==> src/rtl/bsg_vanilla_pkg.sv <==
// Shared vanilla-core types: remote request bundle from LSU to network TX.
// Only the slice of the package needed by the remote request path.
package bsg_vanilla_pkg;

  typedef enum logic [1:0] {
    e_amo_none,
    e_amo_swap,
    e_amo_or,
    e_amo_add
  } amo_type_e;

  typedef struct packed {
    logic       icache_fetch;
    logic       is_unsigned;
    logic       is_byte;
    logic       is_hex;
    logic [4:0] reg_id;
  } load_info_s;

  typedef struct packed {
    logic        write_not_read;
    logic        is_amo_op;
    amo_type_e   amo_type;
    logic [3:0]  mask;
    load_info_s  load_info;
    logic [31:0] data;
    logic [31:0] addr;
  } remote_req_s;

endpackage

==> src/rtl/remote_req_issue_queue_pkg.sv <==
// Sizing helpers for the remote request issue queue.
// Safe clog2 keeps every counter/pointer at least one bit wide.
package remote_req_issue_queue_pkg;

  localparam int rriq_fifo_els_default = 2;
  localparam int rriq_credits_default  = 32;

  function automatic int safe_clog2(input int n);
    return (n <= 1) ? 1 : $clog2(n);
  endfunction

endpackage

==> src/rtl/remote_req_credit_counter.sv <==
// Up/down saturating counter of outstanding remote requests.
// Ports: up_i/down_i step the count; count_o, full_o (==max), zero_o.
module remote_req_credit_counter
  import remote_req_issue_queue_pkg::*;
#(
  parameter  int max_val_p = rriq_credits_default,
  localparam int width_lp  = safe_clog2(max_val_p + 1)
) (
  input  logic                clk_i,
  input  logic                reset_n_i,
  input  logic                up_i,
  input  logic                down_i,
  output logic [width_lp-1:0] count_o,
  output logic                full_o,
  output logic                zero_o
);

  logic [width_lp-1:0] count_r;

  assign full_o  = (count_r == width_lp'(max_val_p));
  assign zero_o  = (count_r == '0);
  assign count_o = count_r;

  // Simultaneous up and down cancel; both ends saturate.
  always_ff @(posedge clk_i or negedge reset_n_i) begin
    if (!reset_n_i) begin
      count_r <= '0;
    end else if (up_i & ~down_i & ~full_o) begin
      count_r <= count_r + 1'b1;
    end else if (down_i & ~up_i & ~zero_o) begin
      count_r <= count_r - 1'b1;
    end
  end

endmodule

==> src/rtl/remote_req_issue_queue.sv <==
// In-order queue of LSU remote requests toward network TX, credit-limited.
// Ports: remote_req_* (LSU side), out_* (TX side), credit_return_i, credits_used_o, fence_busy_o.
module remote_req_issue_queue
  import bsg_vanilla_pkg::*;
  import remote_req_issue_queue_pkg::*;
#(
  parameter  int fifo_els_p        = rriq_fifo_els_default,
  parameter  int max_out_credits_p = rriq_credits_default,
  localparam int credit_width_lp   = safe_clog2(max_out_credits_p + 1)
) (
  input  logic                       clk_i,
  input  logic                       reset_n_i,
  input  remote_req_s                remote_req_i,
  input  logic                       remote_req_v_i,
  output logic                       remote_req_ready_o,
  output remote_req_s                out_req_o,
  output logic                       out_v_o,
  input  logic                       out_yumi_i,
  input  logic                       credit_return_i,
  output logic [credit_width_lp-1:0] credits_used_o,
  output logic                       fence_busy_o
);

  localparam int ptr_w_lp = safe_clog2(fifo_els_p);
  localparam int cnt_w_lp = safe_clog2(fifo_els_p + 1);

  remote_req_s         mem_r [fifo_els_p];
  logic [ptr_w_lp-1:0] rd_ptr_r;
  logic [ptr_w_lp-1:0] wr_ptr_r;
  logic [cnt_w_lp-1:0] count_r;
  logic                enq;
  logic                deq;
  logic                credit_full;
  logic                credit_zero;
  logic                not_empty;

  // Ready comes from registered count only: no path from out_yumi_i.
  assign not_empty          = (count_r != '0);
  assign remote_req_ready_o = (count_r != cnt_w_lp'(fifo_els_p));
  assign enq                = remote_req_v_i & remote_req_ready_o;
  assign deq                = out_yumi_i & out_v_o;

  assign out_v_o      = not_empty & ~credit_full;
  assign out_req_o    = mem_r[rd_ptr_r];
  assign fence_busy_o = not_empty | ~credit_zero;

  // Depth is a power of two, so pointers wrap by natural overflow.
  always_ff @(posedge clk_i or negedge reset_n_i) begin
    if (!reset_n_i) begin
      rd_ptr_r <= '0;
      wr_ptr_r <= '0;
      count_r  <= '0;
    end else begin
      if (enq) wr_ptr_r <= wr_ptr_r + 1'b1;
      if (deq) rd_ptr_r <= rd_ptr_r + 1'b1;
      if (enq & ~deq) count_r <= count_r + 1'b1;
      else if (deq & ~enq) count_r <= count_r - 1'b1;
    end
  end

  // Payload needs no reset; validity is tracked by count_r.
  always_ff @(posedge clk_i) begin
    if (enq) mem_r[wr_ptr_r] <= remote_req_i;
  end

  remote_req_credit_counter #(
    .max_val_p(max_out_credits_p)
  ) credit_cnt (
    .clk_i    (clk_i),
    .reset_n_i(reset_n_i),
    .up_i     (deq),
    .down_i   (credit_return_i),
    .count_o  (credits_used_o),
    .full_o   (credit_full),
    .zero_o   (credit_zero)
  );

`ifndef SYNTHESIS
  always @(posedge clk_i) begin
    if (reset_n_i) begin
      assert (!(out_yumi_i & ~out_v_o))
        else $error("rriq: out_yumi_i without out_v_o");
      assert (!(credit_return_i & credit_zero))
        else $error("rriq: credit return with no credits used");
      assert (!(enq & (count_r == cnt_w_lp'(fifo_els_p))))
        else $error("rriq: enqueue while full");
    end
  end
`endif

endmodule
==> config.mk <==
export PLATFORM = sky130hd
export DESIGN_NAME = remote_req_issue_queue
export DESIGN_NICKNAME = d
export VERILOG_FILES = /design/src/rtl/bsg_vanilla_pkg.sv /design/src/rtl/remote_req_issue_queue_pkg.sv /design/src/rtl/remote_req_credit_counter.sv /design/src/rtl/remote_req_issue_queue.sv
export SDC_FILE = /design/constraint.sdc
export NUM_CORES = 1
export LEC_CHECK = 0
export ABC_AREA = 1
export BUFFER_PORTS_ARGS = -buffer_cell sky130_fd_sc_hd__buf_4
export CELL_PAD_IN_SITES_DETAIL_PLACEMENT = 0
export CELL_PAD_IN_SITES_GLOBAL_PLACEMENT = 1
export CORE_MARGIN = 2
export CORE_UTILIZATION = 45
export DETAILED_ROUTE_END_ITERATION = 10
export PLACE_DENSITY = 0.89
export SETUP_SLACK_MARGIN = 0.2
export SYNTH_ARGS = -nofsm -noshare
export SYNTH_HDL_FRONTEND = slang
export SYNTH_SLANG_ARGS = --single-unit
==> constraint.sdc <==
create_clock -name clk_i -period 13.96 [get_ports clk_i]
set_input_delay 0.698 -clock clk_i [delete_from_list [all_inputs] [get_ports clk_i]]
set_output_delay 0.698 -clock clk_i [all_outputs]
set_load 0.03 [all_outputs]
==> results of run 1 <==
[power by group]
| part | switching [W] | internal (W) | total (W) |
|---|---|---|---|
| combinational | 0.000633 | 0.000292 | 0.000925 |
| sequential | 0.0000427 | 0.000708 | 0.000751 |
| clock | 0.000191 | 0.000267 | 0.000457 |
| total | 0.000866 | 0.00127 | 0.00213 |
[cells by family (layout without fill, tap and decap cells)]
family,Yosys count,count (layout),share of synthesized area (%)
simple gates,294,294,18.23
flops,172,172,77.47
buf+inv,29,223,1.819
xor+xnor,7,7,0.9286
fa+ha+maj,6,6,1.251
compound gates,4,4,0.3031
[critical path, delay by kind of cell, from the launching register on]
kind,cells,cell delay (ps)
simple gates,2,250
flops,1,400
buf+inv,3,1150
[through the flow]
stage	worst slack, ps	power (W)	hold slack [ps]	std cells
floorplan	9195	0.001363	402.4	512
global placement	11070	0.001676	483.0	858
detailed placement	11040	0.001693	487.9	858
CTS	10980	0.002153	93.44	890
global route	10830	0.002248	91.64	890
finish	11000	0.002133	100.2	890
[how the worst min path moves through the flow]
stage | depth (start not counted) | endpoint | start | slack (ps)
2_1_floorplan | 0 | count_r[0] | reset_n_i | 400
3_3_place_gp | 1 | count_r[0] | count_r[0] | 480
5_1_grt | 1 | credit_cnt.count_o[4] | reset_n_i | 90
3_5_place_dp | 1 | count_r[0] | count_r[0] | 490
4_1_cts | 1 | credit_cnt.count_o[3] | reset_n_i | 90
6_report | 1 | credit_cnt.count_o[3] | reset_n_i | 100
[layout make-up]
class | instances | area, um^2 | area share (%)
sequential | 172 | 5116 | 58.76
multi-input combinational | 311 | 1383 | 15.88
timing repair buffer | 179 | 1344 | 15.43
clock buffer | 17 | 425.4 | 4.886
tap | 184 | 230.2 | 2.644
clock inverter | 15 | 163.9 | 1.882
inverter | 12 | 45.04 | 0.5173
[per-layer routing]
metal | track usage, % | vias to the layer above
met3 | 6.290 | 9
met2 | 28.93 | 145
li1 | - | 2088
met1 | 22.05 | 2045
met4 | 4.510 | 0
met5 | 0 | -
[cells in the final DEF (no fill, tap or decap), types with 3 or more instances in the layout]
| master | n |
|---|---|
| clkbuf_16 | 17 |
| nand2_1 | 265 |
| edfxtp_1 | 162 |
| nor2_1 | 5 |
| nand3_1 | 10 |
| clkinv_4 | 5 |
| inv_2 | 6 |
| buf_4 | 179 |
| nor2_4 | 3 |
| ha_1 | 5 |
| dfrtp_1 | 9 |
| nand2_4 | 3 |
| inv_6 | 4 |
| inv_1 | 6 |
| xor2_1 | 6 |
| a21oi_1 | 3 |
[flip-flops by register name (all words and copies together), names as in the netlist]
| name | count |
|---|---|
| count_r | 2 |
| wr_ptr_r | 1 |
| rd_ptr_r | 1 |
| mem_r | 162 |
| credit_cnt.count_o | 6 |
==> summary.md, run 1 <==
| Metric | Value |
|---|---|
| Synth Flop Type | `edfxtp_1` |
| Nets@finish | `slightly below 800` |
| CTS tree | `done` |
| WP data required | `~13000 ps` |
| Post-synth top cells | `nand2_1, edfxtp_1, dfrtp_1, nand3_1, buf_2` |
| First-pass GRT wire length | `around 21000 um` |
| Max-cap violations | `0` |
| Top cell type by total area after synthesis | `edfxtp_1` |
| Yosys cell types | `24` |
| Via density | `approximately 4.8` |
| Top-count cell post-synth | `nand2_1` |
| Fraction of final layout cells with drive strength greater than 1 | `between 30 and 40%` |
| GPL Wtd Cong | `about 0.76` |
| Fin util | `slightly above 60%` |
| Mean Syn Cell Area | `~13 um^2` |
| LEAKAGE | `3.770 nW` |
| Number of fill cells | `about 1200` |
| Area after DPL | `between 0.008 and 0.009 mm^2` |
| Critical Path, Cell by Cell | `inv_2 -> buf_4 -> nand2_1 -> nand2_1 -> buf_4` |
| Fin area | `roughly 0.0087 mm^2` |
| Pre-antenna DRT Iters | `5` |
| # setup viols final | `0` |
| Metal2 WL | `6877 um` |
| Setup CP Type | `register to primary output` |
| Post-CTS Setup Inserts | `0` |
| Row count | `44` |
| Iter 0 DRT Violations | `roughly 400` |
| Hold Vio Cnt, Final | `0` |
| Overall routed net length | `13750 um` |
| Clock tree sinks | `about 170` |
| Synth Register Bits | `between 150 and 200` |
| CP max stage cell | `buf_4` |
| Initial antenna violation count | `0` |
| DIE HEIGHT | `~130 um` |
| Number of global-route vias before repair | `a little over 4000` |
| Total GRT Usage | `about 17%` |
| Max layer used | `met4` |
| Crit Path Max Fanout | `48` |
| Critical Path AT | `roughly 2300 ps` |
| I/O Pins | `approximately 180` |
| CTS Hold Buffers Added | `0` |
| Mapped Cells | `slightly above 500` |
| Routed Antenna Nets | `0` |
| Worst hold path type | `input port to asynchronous set/reset pin` |
| Tmin final | `2959 ps` |
| Clock root buffer | `clkbuf_16` |
| Met3 Wirelength | `1170 um` |
| Drt drc | `0` |
| Period utilisation layout | `a little over a fifth` |
| Reg-to-Reg End | `mem_r[1][54]` |
| Status | `finished, final reports clean` |
| Core Area | `roughly 0.014 mm^2` |
| CP peak stage delay | `~540 ps` |
| Final-report max-slew violation count | `0` |
| Total grt overflow | `0` |
| Post-synthesis sequential area ratio | `slightly below 80%` |
| Cts bufs inserted | `17` |
| Initial Util | `a little under half` |
| Longest Clk Path Bufs | `2` |
| Ant diodes | `0` |
| Asr flop ratio synth | `5.814%` |
| Die area | `between 0.015 and 0.02 mm^2` |
| Port Buffers | `175` |
| R2R depth | `5` |
| Fmax achieved | `approximately 340 MHz` |
| Sum Neg Setup Slack | `0 ps` |
| Worst R2R Setup Slack | `around 11000 ps` |
| Worst VDD drop | `between 0.1 and 0.15 mV` |
| Top post-synthesis cells by area | `edfxtp_1, nand2_1, dfrtp_1` |
| Worst Setup End Kind | `primary output` |
| Pwr Density | `between 200 and 250 mW/mm^2` |
| Vias post-DR | `4287` |
| Worst rel slew slack | `approximately 25%` |
| Post-CTS Resized | `0` |
| Routed met1 length | `roughly 5600 um` |
| Largest net degree at the start of global routing | `82` |
| Post-synth top area share | `about three quarters` |
| Synth Cell Area | `between 0.006 and 0.007 mm^2` |
| Area delta synth->final | `31.87%` |
| Least-Margin Pin Slew | `between 1000 and 1500 ps` |
| DR WL/cell | `roughly 15 um` |
| Clock-pin slew on the worst setup and hold paths | `approximately 70 ps` |
| Ys Warns | `0` |
| H-Tree Depth | `4` |
| RSZ-0062 raised after global routing | `false` |
| Clk_skew | `between 10 and 15 ps` |
| Startpoint types | `register` |
| Start point of the critical path | `rd_ptr_r` |
| DP HPWL | `9190 um` |
| R2r startpoint | `count_r[0]` |
| Post-Syn Nets | `between 600 and 700` |
| Worst-skew pair later-pin latency | `between 400 and 500 ps` |
| End point of the critical path | `out_req_o[53]` |
| Post-synth EDFFs | `about 160` |
| Chip width | `~130 um` |
(Power assumes the default switching activity.)
==> inputs of run 2 (changes only) <==
Settings changed: CORE_UTILIZATION 45 to 41, PLACE_DENSITY 0.89 to 0.83.
Clock period 13.96 ns to 3.1 ns, I/O delays scaled along.
==> summary.md, run 2 (synthesis results as in run 1) <==
| Metric | Value |
|---|---|
| Pwr Density | `1018 mW/mm^2` |
| Setup CP Type | `register to register` |
| Reg-to-Reg End | `credit_cnt.count_o[5]` |
| Die area | `0.01713 mm^2` |
| Initial antenna violation count | `0` |
| Clk_skew | `5.672 ps` |
| Worst rel slew slack | `between 40% and 50%` |
| Fin util | `roughly 60%` |
| Hold Vio Cnt, Final | `0` |
| Worst Hold Path EP | `rd_ptr_r` |
| Worst VDD drop | `around 0.52 mV` |
| Port Buffers | `between 150 and 200` |
| Number of fill cells | `1241` |
| CP max stage cell | `dfrtp_1` |
| Placed Cells incl. Taps | `approximately 900` |
| WP buf/inv | `1` |
| Post-CTS Setup Inserts | `0` |
| Cts bufs inserted | `17` |
| Largest Register | `mem_r` |
| R2r startpoint | `credit_cnt.count_o[0]` |
| Top cell by count, worst path | `nand2_1` |
| Period utilisation layout | `a little under 70%` |
| Worst hold path type | `input port to register` |
| Footprint of the multi-input gates | `~0.0014 mm^2` |
| Fmax achieved | `466.6 MHz` |
| Iter 0 DRT Violations | `303` |
| CTS tree | `done` |
| Overall routed net length | `14470 um` |
| Clock-pin slew on the worst setup and hold paths | `60 ps` |
| Number of global-route vias before repair | `between 4000 and 5000` |
| Longest Clk Path Bufs | `2` |
| RSZ-0062 raised after global routing | `false` |
| Least-Margin Pin Slew | `~880 ps` |
| Top delay family on crit path | `simple AND/OR/NAND/NOR gates` |
| Commonest cells after routing, fill and taps aside | `nand2_1, buf_4, edfxtp_1` |
| Startpoint types | `register` |
| DP HPWL | `between 9000 and 10000 um` |
| Post-CTS Resized | `0` |
| Max reg flops | `about 160` |
| DR WL/cell | `14.36 um` |
| Final-report max-slew violation count | `0` |
| DIE HEIGHT | `130.9 um` |
| Total GRT Usage | `between 10% and 20%` |
| Vias post-DR | `around 4600` |
| Total grt overflow | `0` |
| GPL Wtd Cong | `around 0.88` |
| WHS Path Cells | `3` |
| LEAKAGE | `about 4.1 nW` |
| Worst R2R Setup Slack | `between 900 and 1000 ps` |
| I/O Pins | `about 180` |
| Row count | `between 40 and 50` |
| Routed Antenna Nets | `0` |
| Chip width | `roughly 130 um` |
| Clock tree sinks | `between 150 and 200` |
| Worst Setup End Kind | `register` |
| Most common cell after layout, fill and taps aside | `nand2_1` |
| Nets@finish | `870` |
| Via density | `4.540` |
| # setup viols final | `0` |
| Critical Path AT | `roughly 2500 ps` |
| Area delta synth->final | `45.94%` |
| Register area | `about 0.0051 mm^2` |
| Tmin final | `approximately 2100 ps` |
| Core Area | `between 0.015 and 0.02 mm^2` |
| First-pass GRT wire length | `around 22000 um` |
| Worst-skew pair later-pin latency | `420 ps` |
| Status | `finished, final reports clean` |
| CP peak stage delay | `around 500 ps` |
| WP data required | `between 3000 and 4000 ps` |
| Critical Path, Cell by Cell | `nor2_2 -> nand3_4 -> nand4_4 -> ha_1 -> nand2_1 -> nand2_1 -> nand2_1 -> nand2_1 -> nor2_1 -> inv_1 -> nand2_1 -> nand2_1 -> nand2_1 -> nand2_1` |
| Clock root buffer | `clkbuf_16` |
| Max-cap violations | `0` |
| H-Tree Depth | `4` |
| Initial Util | `a little over two fifths` |
| Final non-filler cell total | `a little over 1000` |
| Fraction of final layout cells with drive strength greater than 1 | `between 20 and 30%` |
| Ant diodes | `0` |
| Pre-antenna DRT Iters | `4` |
| Crit Path Max Fanout | `10` |
| Drt drc | `0` |
| CTS Hold Buffers Added | `82` |
| HP Start | `out_yumi_i` |
| Largest net degree at the start of global routing | `82` |
| R2R depth | `14` |
## run 2: through the flow
step	total power, W	TNS [ps]	cell area [um^2]	setup slack, ps	hold slack [ps]
final	0.009812	0	9635	957.0	82.23
after global routing	0.01036	0	9635	762.4	84.96
after CTS	0.009925	0	9635	914.6	62.30
after global placement	0.007624	0	8218	1089	-5.616
after detailed placement	0.007702	0	8218	984.1	-1.416
after floorplan	0.006109	-49240	6608	-312.3	-140.6
## run 2: routing by layer
| layer | vias to the layer above | GRT usage (%) | share of wire, % |
|---|---|---|---|
| met5 | - | 0 | 0 |
| met4 | 0 | 6.446 | 1.7 |
| met3 | 22 | 5.090 | 6.4 |
| met2 | 163 | 28.31 | 48 |
| met1 | 2139 | 21.37 | 44 |
| li1 | 2248 | - | - |
## run 2: area by class of cell
class,count,share of cell area [%]
Multi-Input combinational cell,311,14.35
Timing Repair Buffer,264,23.09
Sequential cell,172,53.10
Inverter,12,0.4675
Clock inverter,14,1.740
Clock buffer,18,4.454
Tap cell,216,2.805
## run 2: worst register-to-register path, cell delays in order (launching register included)
cell     delay [ps]
dfrtp_1         500
nor2_2          110
nand3_4         110
nand4_4         190
ha_1            420
nand2_1         120
nand2_1          50
nand2_1          50
nand2_1          40
nor2_1          150
inv_1            70
nand2_1          80
nand2_1          50
nand2_1          50
nand2_1          50
## run 2: worst max path at each step
stage | start | to | cells after the start | slack, ps
6_report | credit_cnt.count_o[0] | credit_cnt.count_o[5] | 14 | 960
5_1_grt | credit_cnt.count_o[0] | credit_cnt.count_o[5] | 14 | 760
4_1_cts | rd_ptr_r | out_req_o[51] | 5 | 910
3_5_place_dp | credit_cnt.count_o[0] | credit_cnt.count_o[5] | 14 | 980
3_3_place_gp | credit_cnt.count_o[0] | credit_cnt.count_o[5] | 14 | 1090
2_1_floorplan | count_r[0] | mem_r[1][0] | 4 | -310
## run 2: power by group
group          switching, W  internal (W)  total [W]
Clock              0.000852       0.00127    0.00212
Combinational       0.00289       0.00144    0.00433
Sequential         0.000184       0.00318    0.00336
Total               0.00392       0.00589    0.00981
==> inputs of run 3 (changes only) <==
Settings changed: CORE_UTILIZATION 41 to 37, PLACE_DENSITY 0.83 to 0.79.
Clock period 3.1 ns to 1.84 ns, I/O delays scaled along.
==> summary.md, run 3 (synthesis results as in run 1) <==
| Metric | Value |
|---|---|
| Pre-antenna DRT Iters | `4` |
| Worst-skew pair later-pin latency | `approximately 420 ps` |
| Overall routed net length | `19800 um` |
| Routed Antenna Nets | `0` |
| Fraction of final layout cells with drive strength greater than 1 | `around 60%` |
| Iter 0 DRT Violations | `about 250` |
| Total grt overflow | `0` |
| Sum Neg Setup Slack | `-31.02 ps` |
| Final Power | `around 0.022 W` |
| Least-Margin Pin Slew | `between 200 and 300 ps` |
| Largest Register | `mem_r` |
| Failing checks | `negative setup slack` |
| Worst Setup End Kind | `register` |
| Clock-pin slew on the worst setup and hold paths | `60 ps` |
| Placed Cells incl. Taps | `~920` |
| Status | `finished with violations` |
| Worst VDD drop | `between 1 and 1.5 mV` |
| Number of fill cells | `1144` |
| WP data required | `between 2000 and 2500 ps` |
| Cts bufs inserted | `17` |
| Via density | `4.765` |
| Commonest cells after routing, fill and taps aside | `edfxtp_1, buf_4, nand2_2` |
| Area delta synth->final | `80.99%` |
| Setup CP Type | `register to register` |
| LEAKAGE | `5.140 nW` |
| Final-report max-slew violation count | `0` |
| Drt drc | `0` |
| Longest Clk Path Bufs | `2` |
| Nets@finish | `926` |
| Core Area | `0.01736 mm^2` |
| DR WL/cell | `around 18 um` |
| I/O Pins | `176` |
| Tmin final | `1871 ps` |
| GPL Wtd Cong | `roughly 0.81` |
| Row count | `48` |
| Final non-filler cell total | `roughly 1100` |
| H-Tree Depth | `4` |
| Clk_skew | `7.684 ps` |
| Period utilisation layout | `101.7%` |
| WP buf/inv | `2` |
| Most common cell after layout, fill and taps aside | `edfxtp_1` |
| DP HPWL | `around 9500 um` |
| Startpoint types | `register` |
| Fmax achieved | `534.5 MHz` |
| Vias post-DR | `5113` |
| CP peak stage delay | `about 400 ps` |
| Initial Util | `38.04%` |
| Fin util | `68.85%` |
| # setup viols final | `1` |
| Port Buffers | `between 150 and 200` |
| Critical Path, Cell by Cell | `inv_2 -> nor2_4 -> nand3_4 -> nand4_4 -> buf_6 -> fa_2 -> nand3_2 -> nand2_2 -> xor2_1 -> nand2_1 -> nand2_1` |
| Initial antenna violation count | `2` |
| Max reg flops | `approximately 160` |
| Clock root buffer | `clkbuf_16` |
| Clock tree sinks | `about 170` |
| Die area | `approximately 0.019 mm^2` |
| Hold Vio Cnt, Final | `0` |
| CTS tree | `done` |
| Dpl ws | `-28.20 ps` |
| Critical Path AT | `about 2200 ps` |
| Chip width | `about 140 um` |
| Largest net degree at the start of global routing | `39` |
| Top cell by count, worst path | `nand2_1` |
| Max-cap violations | `0` |
| CP max stage cell | `dfrtp_2` |
| Worst hold path type | `input port to register` |
| RSZ-0062 raised after global routing | `true` |
| Crit Path Max Fanout | `6` |
| Top delay family on crit path | `simple AND/OR/NAND/NOR gates` |
| Pwr Density | `approximately 1800 mW/mm^2` |
| DIE HEIGHT | `137.6 um` |
| Total GRT Usage | `16.51%` |
| First-pass GRT wire length | `approximately 23000 um` |
| Worst rel slew slack | `approximately four fifths` |
| Number of global-route vias before repair | `4753` |
| Final WS setup | `-31.02 ps` |
run 3: cell count changes in the layout (fill, tap and decap cells not counted), sizes merged:
cell,delta
buf,+41
clkbuf,+14
clkinv,+2
clkinvlp,-1
diode,+2
inv,-1
run 3: tightest hold or removal path: stages:
cell,delay [ps]
buf_4,90
nor2_1,40
nand2_1,70
nand3_1,60
nand2_1,60
run 3: power by group:
| group | total, W | switching [W] | internal (W) |
|---|---|---|---|
| clock | 0.00352 | 0.00140 | 0.00212 |
| sequential | 0.00589 | 0.000495 | 0.00540 |
| combinational | 0.0124 | 0.00699 | 0.00544 |
run 3: per-stage QoR:
| step | hold slack, ps | cell area (um^2) |
|---|---|---|
| 2_1_floorplan | -203.6 | 6715 |
| 3_3_place_gp | -75.14 | 8457 |
| 3_5_place_dp | -71.62 | 8457 |
| 4_1_cts | 18.78 | 10090 |
| 5_1_grt | 48.65 | 11950 |
| 6_report | 45.96 | 11950 |
run 3: final cells by class:
class / instances / area [um^2] / area share (%)
Timing Repair inverter: 2 / 25.02 / 0.2094
Tap cell: 225 / 281.5 / 2.356
Inverter: 12 / 57.56 / 0.4816
Multi-Input combinational cell: 311 / 2477 / 20.73
Antenna cell: 2 / 5.005 / 0.04188
Clock buffer: 19 / 432.9 / 3.623
Sequential cell: 172 / 5124 / 42.88
Clock inverter: 12 / 147.6 / 1.235
Timing Repair Buffer: 318 / 3400 / 28.45
run 3: what timing repair did:
action | in CTS | in global routing
gates resized for setup | 22 | 399
pin swaps | 9 | 120
hold buffers | 82 | 0
setup buffers | 12 | 8
cloned | 2 | 20
endpoints found under the setup margin | 76 | 76
endpoints found under the hold margin | 172 | 0
run 3: routing by layer:
layer  global-route usage, %  share of wire (%)  wire length [um]  vias up
li1                        -                  -                 -     2375
met1                   19.82                 39              7764     2536
met2                   28.94                 53             10560      181
met3                   4.820                6.2              1218       21
met4                   4.582                1.3               257        0
met5                       0                  0                 0        -
run 3: worst paths after layout:
check / from / endpoint / slack, ps / cells past startpoint
max: credit_cnt.count_o[5] / credit_cnt.count_o[4] / -30 / 11
min: credit_return_i / credit_cnt.count_o[5] / 50 / 5
max reg2reg: credit_cnt.count_o[5] / credit_cnt.count_o[4] / -30 / 11
min reg2reg: wr_ptr_r / wr_ptr_r / 590 / 2
max in group asynchronous: reset_n_i / credit_cnt.count_o[4] / 1620 / 2
min in group asynchronous: reset_n_i / credit_cnt.count_o[0] / 60 / 2
